## src/rtl/bulos_pkg.sv

```systemverilog
// Shared types for the bulos frame format: a 2x2 packed nibble plus its parity-check result.
package bulos_pkg;

    localparam int NIB_W = 4;

    typedef bit [3:2][1:2] nib_t;

    typedef struct packed {
        nib_t data;
        logic err;
    } frame_t;

endpackage

```

## src/rtl/bulos_sink_fifo.sv

```systemverilog
// Small register-array FIFO of frame_t with occupancy, full and empty flags.
module bulos_sink_fifo
    import bulos_pkg::*;
#(
    parameter int DEPTH = 4
) (
    input  logic                       clk,
    input  logic                       rst,
    input  logic                       push,
    input  logic                       pop,
    input  frame_t                     wr_frame,
    output frame_t                     rd_frame,
    output logic [$clog2(DEPTH):0]     level,
    output logic                       full,
    output logic                       empty
);

    localparam int PW = $clog2(DEPTH);
    localparam int LW = PW + 1;

    frame_t          mem_q [DEPTH];
    frame_t          mem_d [DEPTH];
    logic [PW-1:0]   wr_ptr_q, wr_ptr_d;
    logic [PW-1:0]   rd_ptr_q, rd_ptr_d;
    logic [LW-1:0]   level_q, level_d;

    assign full     = (level_q == LW'(DEPTH));
    assign empty    = (level_q == '0);
    assign level    = level_q;
    // Head is gated so the output reads as zero whenever nothing is buffered.
    assign rd_frame = empty ? '0 : mem_q[rd_ptr_q];

    always_comb begin
        for (int i = 0; i < DEPTH; i++) begin
            mem_d[i] = mem_q[i];
            if (push && (wr_ptr_q == PW'(i))) begin
                mem_d[i] = wr_frame;
            end
        end
    end

    always_comb begin
        wr_ptr_d = wr_ptr_q;
        rd_ptr_d = rd_ptr_q;
        level_d  = level_q;
        if (push) begin
            wr_ptr_d = wr_ptr_q + PW'(1);
        end
        if (pop) begin
            rd_ptr_d = rd_ptr_q + PW'(1);
        end
        case ({push, pop})
            2'b10:   level_d = level_q + LW'(1);
            2'b01:   level_d = level_q - LW'(1);
            default: level_d = level_q;
        endcase
    end

    always_ff @(posedge clk) begin
        for (int i = 0; i < DEPTH; i++) begin
            mem_q[i] <= mem_d[i];
        end
        if (rst) begin
            wr_ptr_q <= '0;
            rd_ptr_q <= '0;
            level_q  <= '0;
        end else begin
            wr_ptr_q <= wr_ptr_d;
            rd_ptr_q <= rd_ptr_d;
            level_q  <= level_d;
        end
    end

endmodule

```

## src/rtl/bulos_sink.sv

```systemverilog
// Receive side of a bulos link: parity check, frame buffering and a saturating error count.
module bulos_sink
    import bulos_pkg::*;
#(
    parameter int DEPTH = 4,
    parameter int ERR_W = 8
) (
    input  logic                       clk,
    input  logic                       rst,
    input  logic                       in_valid,
    output logic                       in_ready,
    input  nib_t                       in_data,
    input  logic                       in_par,
    output logic                       out_valid,
    input  logic                       out_ready,
    output nib_t                       out_data,
    output logic                       out_err,
    input  logic                       err_clr,
    output logic [ERR_W-1:0]           err_cnt,
    output logic [$clog2(DEPTH):0]     level
);

    logic [NIB_W-1:0] data_bits;
    logic             perr;
    logic             push;
    logic             pop;
    logic             full;
    logic             empty;
    frame_t           wr_frame;
    frame_t           rd_frame;
    logic [ERR_W-1:0] err_cnt_q, err_cnt_d;

    assign data_bits = in_data;
    assign perr      = (^data_bits) ^ in_par;

    assign in_ready  = !rst && !full;
    assign out_valid = !empty;
    assign push      = in_valid && in_ready;
    assign pop       = out_valid && out_ready;

    assign wr_frame  = '{data: in_data, err: perr};
    assign out_data  = rd_frame.data;
    assign out_err   = rd_frame.err;
    assign err_cnt   = err_cnt_q;

    bulos_sink_fifo #(
        .DEPTH (DEPTH)
    ) u_fifo (
        .clk      (clk),
        .rst      (rst),
        .push     (push),
        .pop      (pop),
        .wr_frame (wr_frame),
        .rd_frame (rd_frame),
        .level    (level),
        .full     (full),
        .empty    (empty)
    );

    // Clear takes priority over a same-cycle increment; the count sticks at all-ones.
    always_comb begin
        err_cnt_d = err_cnt_q;
        if (err_clr) begin
            err_cnt_d = '0;
        end else if (push && perr && !(&err_cnt_q)) begin
            err_cnt_d = err_cnt_q + ERR_W'(1);
        end
    end

    always_ff @(posedge clk) begin
        if (rst) begin
            err_cnt_q <= '0;
        end else begin
            err_cnt_q <= err_cnt_d;
        end
    end

endmodule

```

## config.mk

```make
export PLATFORM = sky130hd
export DESIGN_NAME = bulos_sink
export DESIGN_NICKNAME = d
export VERILOG_FILES = /design/src/rtl/bulos_pkg.sv /design/src/rtl/bulos_sink_fifo.sv /design/src/rtl/bulos_sink.sv
export SDC_FILE = /design/constraint.sdc
export NUM_CORES = 1
export LEC_CHECK = 0
export CORE_MARGIN = 4
export CORE_UTILIZATION = 56
export CTS_CLUSTER_SIZE = 25
export DETAILED_ROUTE_END_ITERATION = 10
export GPL_ROUTABILITY_DRIVEN = 0
export GPL_TIMING_DRIVEN = 0
export PLACE_DENSITY = 0.83
export SETUP_SLACK_MARGIN = 0.05
export SYNTH_ARGS = -nofsm -noshare
export SYNTH_HDL_FRONTEND = slang
export SYNTH_SLANG_ARGS = --single-unit
```

## constraint.sdc

```tcl
create_clock -name clk -period 7.3 [get_ports clk]
set_input_delay 1.46 -clock clk [delete_from_list [all_inputs] [get_ports clk]]
set_output_delay 1.46 -clock clk [all_outputs]
set_load 0.01 [all_outputs]
```

== Word level (Yosys, flattened, before mapping) ==
Memory sizes are Yosys's and may differ from the RTL's. A register that Yosys moved wholly into a read port is not among the register bits.
Cells that the tools add are included.

* Flip-flop bits (word level): 15
* Memory bits (writable): 20
* Input port bits: 10
* Output and inout port bits: 18
* Word-level logic and storage cells: 60
* Memories kept: 1

* Add/subtract/negate cells: 5
* Equality and inequality tests: 10
* Mux-type cells: 17
* Bitwise gates (word level): 1
* Reductions and logical operators: 22

{| class="wikitable"
|+ Memories
! memory !! words !! width !! rd ports !! clocked after memory_dff !! wr ports !! RTL line !! source
|-
| u_fifo.mem_q || 4 || 5 || 1 || 1 || 1 || bulos_sink_fifo.sv:21 || <nowiki>frame_t mem_q [DEPTH];</nowiki>
|}

{| class="wikitable"
|+ Operators with widths
! cell !! count
|-
| $mux 5 || 8
|-
| $reduce_or 5->1 || 3
|-
| $mux 2 || 5
|-
| $logic_and 1x1->1 || 9
|-
| $add 8x1->8 const B || 1
|-
| $reduce_and 8->1 || 1
|-
| $eq 2x2->1 const B || 3
|-
| $pmux 3 s2 || 1
|-
| $add 2x1->2 const B || 2
|-
| $eq 2x1->1 const B || 2
|-
| $logic_not 1->1 || 4
|-
| $ne 1x1->1 const B || 4
|-
| $reduce_xor 4->1 || 1
|-
| $add 3x1->3 const B || 1
|-
| $eq 3x3->1 const B || 1
|-
| $logic_not 3->1 || 1
|-
| $mux 1 || 3
|-
| $sub 3x1->3 const B || 1
|-
| $logic_not 2->1 || 1
|-
| $reduce_bool 2->1 || 1
|-
| $reduce_or 2->1 || 1
|-
| $xor 1x1->1 || 1
|}

== Logic depth before layout (Yosys ltp) ==
* Depth in word-level cells: 10
* Mapped depth: 10
* Depth with buffers taken out: 9

== Hierarchy ==
A second synthesis with hierarchy kept.

* Cells, all modules: 143
* Area, all modules: 1742.9 um2

{| class="wikitable"
|+ Modules (own cells, without submodules)
! module !! times used !! cells each !! area each (um2) !! seq. area each (um2)
|-
| bulos_sink_fifo || 1 || 78 || 1189.9 || 780.7
|-
| bulos_sink || 1 || 65 || 553.0 || 160.2
|}

== Least setup slack after synthesis ==
OpenSTA, ideal clock, no wires.

* Path type: input to output
* From: in rst
* To: out in_ready
* Arrival time: 1.840 ns
* Required time: 5.840 ns
* Slack: 4.000 ns
* Stages on the path: 2
* Buffers on the path: 1
* Path through: clkbuf_1 > nor2b_1

* Cells in the longest elaborated chain, start to end: 2

{| class="wikitable"
|+ Ends and longest elaborated chain
! what !! RTL line !! source
|-
| start, declared || bulos_sink.sv:9 || <nowiki>input logic rst,</nowiki>
|-
| $logic_not 1->1 || bulos_sink.sv:36 || <nowiki>assign in_ready = !rst && !full;</nowiki>
|-
| $logic_and 1x1->1 || bulos_sink.sv:36 ||
|-
| end, declared || bulos_sink.sv:11 || <nowiki>output logic in_ready,</nowiki>
|}

Every way passes these cells.

== Worst setup path after layout ==
Same ends and word-level chain as after synthesis.

==> metrics.yaml <==
outcome:
  outcome: "complete, no violations"
global_routing:
  grt_first_pass_wirelength_mm: 5.70
  grt_pass1_vias: 1231
  grt_overflow: 0
  antenna_found_initial: 0
  grt_max_degree: 11
  grtUsageTotal_pct: 18.5
critical_path:
  critPathMaxStageDelay_ps: 620
  cp.required_ps: 5840
  rrSetupSlack_ps: 4650
  endpoint: "in_ready"
  start_kind: "input pin"
  crit_chain: "clkdlybuf4s50_1, clkbuf_1, nor2b_1, clkdlybuf4s50_1"
  cp_top_family: "buffers and inverters"
  crit_cells: 4
  crit_type: "input pin to output port"
  end_kind: "output port"
  worst-r2r-cell-count: 10
  rr_endpoint: "u_fifo.level[2]"
  crit_path_top_delay_cell: "clkdlybuf4s50_1"
  cp_max_fo: 10
  crit_path_frequent_cell: "clkdlybuf4s50_1"
  reg2reg_from: "u_fifo.level[2]"
  crit_arrival_ps: 3030
  critPathBufInv: 3
  critPathLaunch: "rst"
cts:
  clkTransAtPathRegs_ps: 100
  cts_tree: "built"
  cts_buffers: 5
  cts_hold_buf: 0
  insertion_delay_ps: 330
  cts_resized: 0
  cts_sinks: 37
  cts_buffer_depth: 2
  clockRootBuffer: "clkbuf_4"
  cts_setup_buffers: 0
  cts.htree.levels: 2
power:
  finalPower_w: 0.000547
  ir_drop_uv: 134
  powerDensity_mw_per_mm2: 265
  power.leakage_nw: 0.722
logic_synthesis:
  synthCells: 139
  yosys-top-cells-count: "edfxtp_1 (20), dfxtp_1 (17), nand2_1 (8), nor2_1 (8)"
  async_reset_ff_share_pct: 0
  synth_cell_types: 33
  synth_area_leaders: "edfxtp_1 (35%), dfxtp_1 (20%), mux4_2 (6.6%)"
  synth_warnings: 0
  netlist_area_mm2: 0.00171
  yosysMostFrequentCell: "edfxtp_1"
  synthFlopType: "edfxtp_1"
  synthDominantCellAreaShare_pct: 35.1
  ys_seq_area_share_pct: 54.9
  avgSynthCellArea_um2: 12.3
  synth_edf_count: 20
  synth_fp_nets: 156
  yosysTopAreaCell: "edfxtp_1"
  ys_ff_latch: 37
sta:
  relSlewSlack_pct: 60.8
  fin_hold_ws_ps: 502
  period_share_pct: 61.5
  finClkSkew_ps: 6.53
  hold_viol: 0
  max_freq_ghz: 0.223
  period_needed_ps: 4490
  timing.setup.tns_ps: 0
  worst_slew_pin_slew_ps: 586
  finalMaxSlewViolations: 0
  setup_viol: 0
  rsz0062_at_grt: "false"
placement:
  dp_hpwl_mm: 2.53
  portBuffers: 27
floorplanning:
  start_util_pct: 60.5
  rows: 19
  dieHeight_um: 63.3
  die_w_um: 63.3
  ios: 28
  die-area_mm2: 0.00401
  fp.coreArea_mm2: 0.00283
detailed_routing:
  via_per_inst: 5.82
  wl_per_cell_um: 16.6
  finalWirelength_mm: 3.39
  drc: 0
  drt-initial-drc-count: 58
  ant_nets: 0
  vias: 1188
  firstDrtPassIters: 4
job:
  drv_cap: 0
layout:
  ff_latch_area_um2: 941
  area_growth_pct: 20.7
  diodes: 0
  layout.nets: 190
  fill_cells: 194
  multi_input_area_um2: 719
  drive_gt1_share_pct: 8.09
hold_path:
  min_path_type: "flop to flop"
==> where the power goes <==
group	switching, W	internal [W]	leakage, nW
clock	0.0000607	0.0000350	0.0258
combinational	0.0000918	0.000104	0.376
sequential	0.0000147	0.000241	0.320
==> state kept, by name, summed over array words and instances (netlist names), named ones only <==
signal           cells
u_fifo.rd_ptr_q      2
u_fifo.mem_q        20
err_cnt              8
u_fifo.wr_ptr_q      2
u_fifo.level         3
==> cell families (layout without fill, tap and decap cells) <==
logic type	count (synthesis)	count (layout)	share of synthesized area [%]
adders and majority gates	7	7	5.55
buffers and inverters	13	47	3.07
AOI/OAI and AO/OA	9	9	3.36
DFF	37	37	54.9
muxes	11	11	10.1
xor gates and xnor gates	8	8	5.33
and+or+nand+nor	54	54	17.7
==> per-stage QoR <==
step | instances | cell area, um2 | setup slack [ps] | util, %
6_report | 204 | 2070 | 2810 | 73.1
5_1_grt | 204 | 2070 | 2700 | 73.1
4_1_cts | 204 | 2070 | 2790 | 73.1
3_5_place_dp | 197 | 2020 | 2790 | 71.5
3_3_place_gp | 197 | 2020 | 2830 | 71.5
2_1_floorplan | 139 | 1710 | 4000 | -
==> worst min-delay path: stages (launching register included) <==
cell     delay [ps]
dfxtp_1         340
nand2_1          60
mux2i_1          60
==> metal layers <==
| layer | track usage (%) | routed length [um] | part of all wire (%) | up-vias |
|---|---|---|---|---|
| met4 | 8.63 | 40 | 1.2 | 0 |
| met5 | 0 | 0 | 0 | - |
| met3 | 3.91 | 131 | 3.9 | 4 |
| li1 | - | - | - | 576 |
| met2 | 33.9 | 1840 | 54 | 31 |
| met1 | 20.3 | 1380 | 41 | 577 |
==> final cells by class <==
cell class	count	share of cell area [%]
Buffer	5	1.09
Clock buffer	6	2.00
Clock inverter	1	0.182
Inverter	8	1.45
Multi-Input combinational cell	89	34.8
Sequential cell	37	45.5
Tap cell	31	1.88
Timing Repair Buffer	27	13.1
==> cell usage in the layout, fill, tap and decap left out, types with 2 or more instances in the layout <==
cell / count
nor4_1: 4
dfxtp_1: 17
or3_1: 7
and4_1: 2
xor2_1: 4
clkbuf_4: 5
nor2_1: 8
o21ai_0: 2
nand4_1: 4
mux2i_1: 6
nand2_1: 8
ha_1: 6
xnor2_1: 2
a21oi_1: 2
clkdlybuf4s50_1: 27
inv_1: 7
and2_1: 7
and3_1: 5
edfxtp_1: 20
nand3_1: 4
clkbuf_1: 5
o31ai_1: 3
mux4_2: 5
==> worst min path at each step <==
stage / from / to / cells after the start
2_1_floorplan: u_fifo.rd_ptr_q[1] / flop / 2
3_3_place_gp: err_cnt[5] / err_cnt[5] / 2
3_5_place_dp: err_cnt[5] / err_cnt[5] / 2
4_1_cts: err_cnt[5] / err_cnt[5] / 2
5_1_grt: err_cnt[5] / err_cnt[5] / 2
6_report: err_cnt[5] / err_cnt[5] / 2
No activity file was read; power rests on OpenSTA's default activity.
==> variant, RTL diff (config.mk and constraints unchanged) <==
Change the parameter `ERR_W` from 8 to 10.
--- a/src/rtl/bulos_sink.sv
+++ b/src/rtl/bulos_sink.sv
@@ -4,5 +4,5 @@
 #(
     parameter int DEPTH = 4,
-    parameter int ERR_W = 8
+    parameter int ERR_W = 10
 ) (
     input  logic                       clk,
Interface: changed (resized err_cnt); port bits go from 28 to 30. No check against the original RTL was run, so the function may have changed too.
==> variant against the unedited design <==
Maximum frequency grew 16%. Cell count rose by 14%. Die area is 5.9% higher. Final area up 8.7%. Worst setup slack improved by 0.63 ns. Area after synthesis increased by 6.8%. Largest cell class unchanged. Worst hold slack better by 0.019 ns. Critical endpoint unchanged. Largest power group unchanged. Wire length up 5.1%. Sequential share of layout area is 1.8 points lower. Global-route usage grew 0.74 points. Synthesized cell count rose by 10%. Critical path type unchanged. Combinational power about the same. Sequential cell count grew 2. Total power is 11% higher.
==> variant: results (changes against the unedited design) <==
The count of cells resized by post-cts repair came out at 0 (unchanged). The logs give 2 (unchanged) for the number of H-tree levels and 3560 um (+5.1%) for the total wire length. The number of buffer cells added on primary ports works out to 28 (+3.7%). The tools report the root cell of the clock tree as sky130_fd_sc_hd__clkbuf_4.

Clock input transition at the sequential cells of the worst setup and hold paths: 0.11 ns. The number of enable flip-flop cells after synthesis came out at 20 (unchanged). The run gives 0.000835 uW (+16%) as the leakage component of the power. For this run, the leading register cell type out of synthesis is sky130_fd_sc_hd__edfxtp_1. The post-placement cell area is 2160 sq um (+7.1%). The number of buffers created by CTS is 5 (unchanged).

Ranked by total cell area, the synthesized netlist is headed by sky130_fd_sc_hd__edfxtp_1 33%, sky130_fd_sc_hd__dfxtp_1 21%, sky130_fd_sc_hd__mux4_2 6.2%. The worst slew slack as a fraction of its limit was 66.6% (+5.7 points). The tools report the number of buffers on the longest clock path as 2 (unchanged).

The flip-flop count of the largest register, all copies and words added is 20 (unchanged), and the post-route clock skew is 0.00723 ns (+0.000695 ns). The most flop-heavy register is u_fifo.mem_q. The proportion of synthesized flip-flops having asynchronous set or reset works out to 0% (unchanged). Number of global-route vias before repair: 1,348 (+9.5%). Global-route wire length before repair: 6140 um (+7.8%). The kind of path behind the tightest hold check is reg -> reg. The share of post-route cells with drive strength above 1 is 11.1% (+3.0 points), and the number of diodes added for antenna fixing is 0 (unchanged). The number of warning messages in the yosys log was 0 (unchanged). Number of instances in the synthesized netlist: 153 (+10%).

The tools report the number of antenna violations at the first check in global routing as 0 (unchanged). After synthesis, the most frequently instantiated cells are 20 x sky130_fd_sc_hd__edfxtp_1, 19 x sky130_fd_sc_hd__dfxtp_1, 9 x sky130_fd_sc_hd__nand2_1, 9 x sky130_fd_sc_hd__nor2_1. The logs give 0.35 ns (+0.02 ns) for the worst-skew pair later-pin latency and 0 (unchanged) for the residual DRC count. The post-detailed-route via-to-cell ratio came out at 5.53 (-5.1%). The flow ran to the end, and the final reports show no timing, DRC or antenna violations. First-pass iteration count of the detailed router: 4 (unchanged). The starting DRC count in detailed routing is 23 (-60%). For the arrival time at the worst endpoint, the log shows 2.40 ns (-0.63 ns). The distinct cell type count after synthesis is 36 (+9.1%), and the final instance count without filler cells is 233 (+14%). The combined global-route utilization of all metal layers is 19.2% (+0.74 points), and the sequential fraction of the synthesis area is 53.6% (-1.3 points).

The run gives 128 uV (-5.1%) as the worst voltage drop across the vdd grid. The worst-path maximum fanout is 10 (unchanged). The number of buffers added for setup after CTS came out at 0 (unchanged).

For the pin count of the biggest net entering global routing, the log shows 14 (+3). The synthesized net count is 170 (+9.0%). The final layout net count was 205 (+7.9%); the post-DP HPWL was 2610 um (+3.0%).
variant: worst max-delay path: stages:
cell	delay, ns
sky130_fd_sc_hd__buf_2	0.15
sky130_fd_sc_hd__buf_6	0.15
sky130_fd_sc_hd__nor2b_1	0.10
sky130_fd_sc_hd__clkdlybuf4s50_1	0.54
variant: power by group:
group / total, uW / internal (uW) / switching [uW]
registers: 265 / 252 / 13.6
logic: 196 / 104 / 92.5
clock network: 145 / 72.0 / 73.3
total: 607 / 427 / 179
variant: area by class of cell:
cell class / instances / area, sq um
Multi-Input combinational cell: 101 / 790
Tap cell: 44 / 55.1
Buffer: 5 / 28.8
Clock buffer: 5 / 37.5
Inverter: 8 / 30.0
Sequential cell: 39 / 981
Clock inverter: 3 / 43.8
Fill cell: 218 / 832
Timing Repair Buffer: 28 / 280
variant: path summary, 6_finish.rpt:
check	slack (ns)	start	endpoint	cells after the start
max	3.44	rst	in_ready	4
min	0.52	err_cnt[9]	err_cnt[9]	2
max reg2reg	4.83	u_fifo.level[2]	u_fifo.level[2]	9
min reg2reg	0.52	err_cnt[9]	err_cnt[9]	2
variant: cells by family after synthesis:
| kind of cell | count (synthesis) | synth area share, % |
|---|---|---|
| multiplexers | 11 | 9.44 |
| flip-flops | 39 | 53.6 |
| AO/OA/AOI/OAI | 12 | 4.79 |
| buffers and inverters | 13 | 3.21 |
| AND/OR/NAND/NOR | 63 | 19.2 |
| XOR/XNOR | 8 | 4.58 |
| adder cells (fa/ha/maj) | 7 | 5.20 |
variant: per-stage QoR:
| stage | total power, uW | worst slack, ns |
|---|---|---|
| final | 607 | 3.44 |
| after global routing | 645 | 3.38 |
| after CTS | 614 | 3.43 |
| after detailed placement | 469 | 3.43 |
| after global placement | 457 | 3.44 |
| after floorplan | 386 | 3.92 |
variant: per-layer routing:
| layer | GRT usage (%) | part of all wire, % | vias up |
|---|---|---|---|
| li1 | - | - | 633 |
| met1 | 21.4 | 39 | 605 |
| met4 | 10.6 | 2.3 | 0 |
| met2 | 33.7 | 52 | 41 |
| met3 | 4.62 | 6.2 | 9 |
| met5 | 0 | 0 | - |
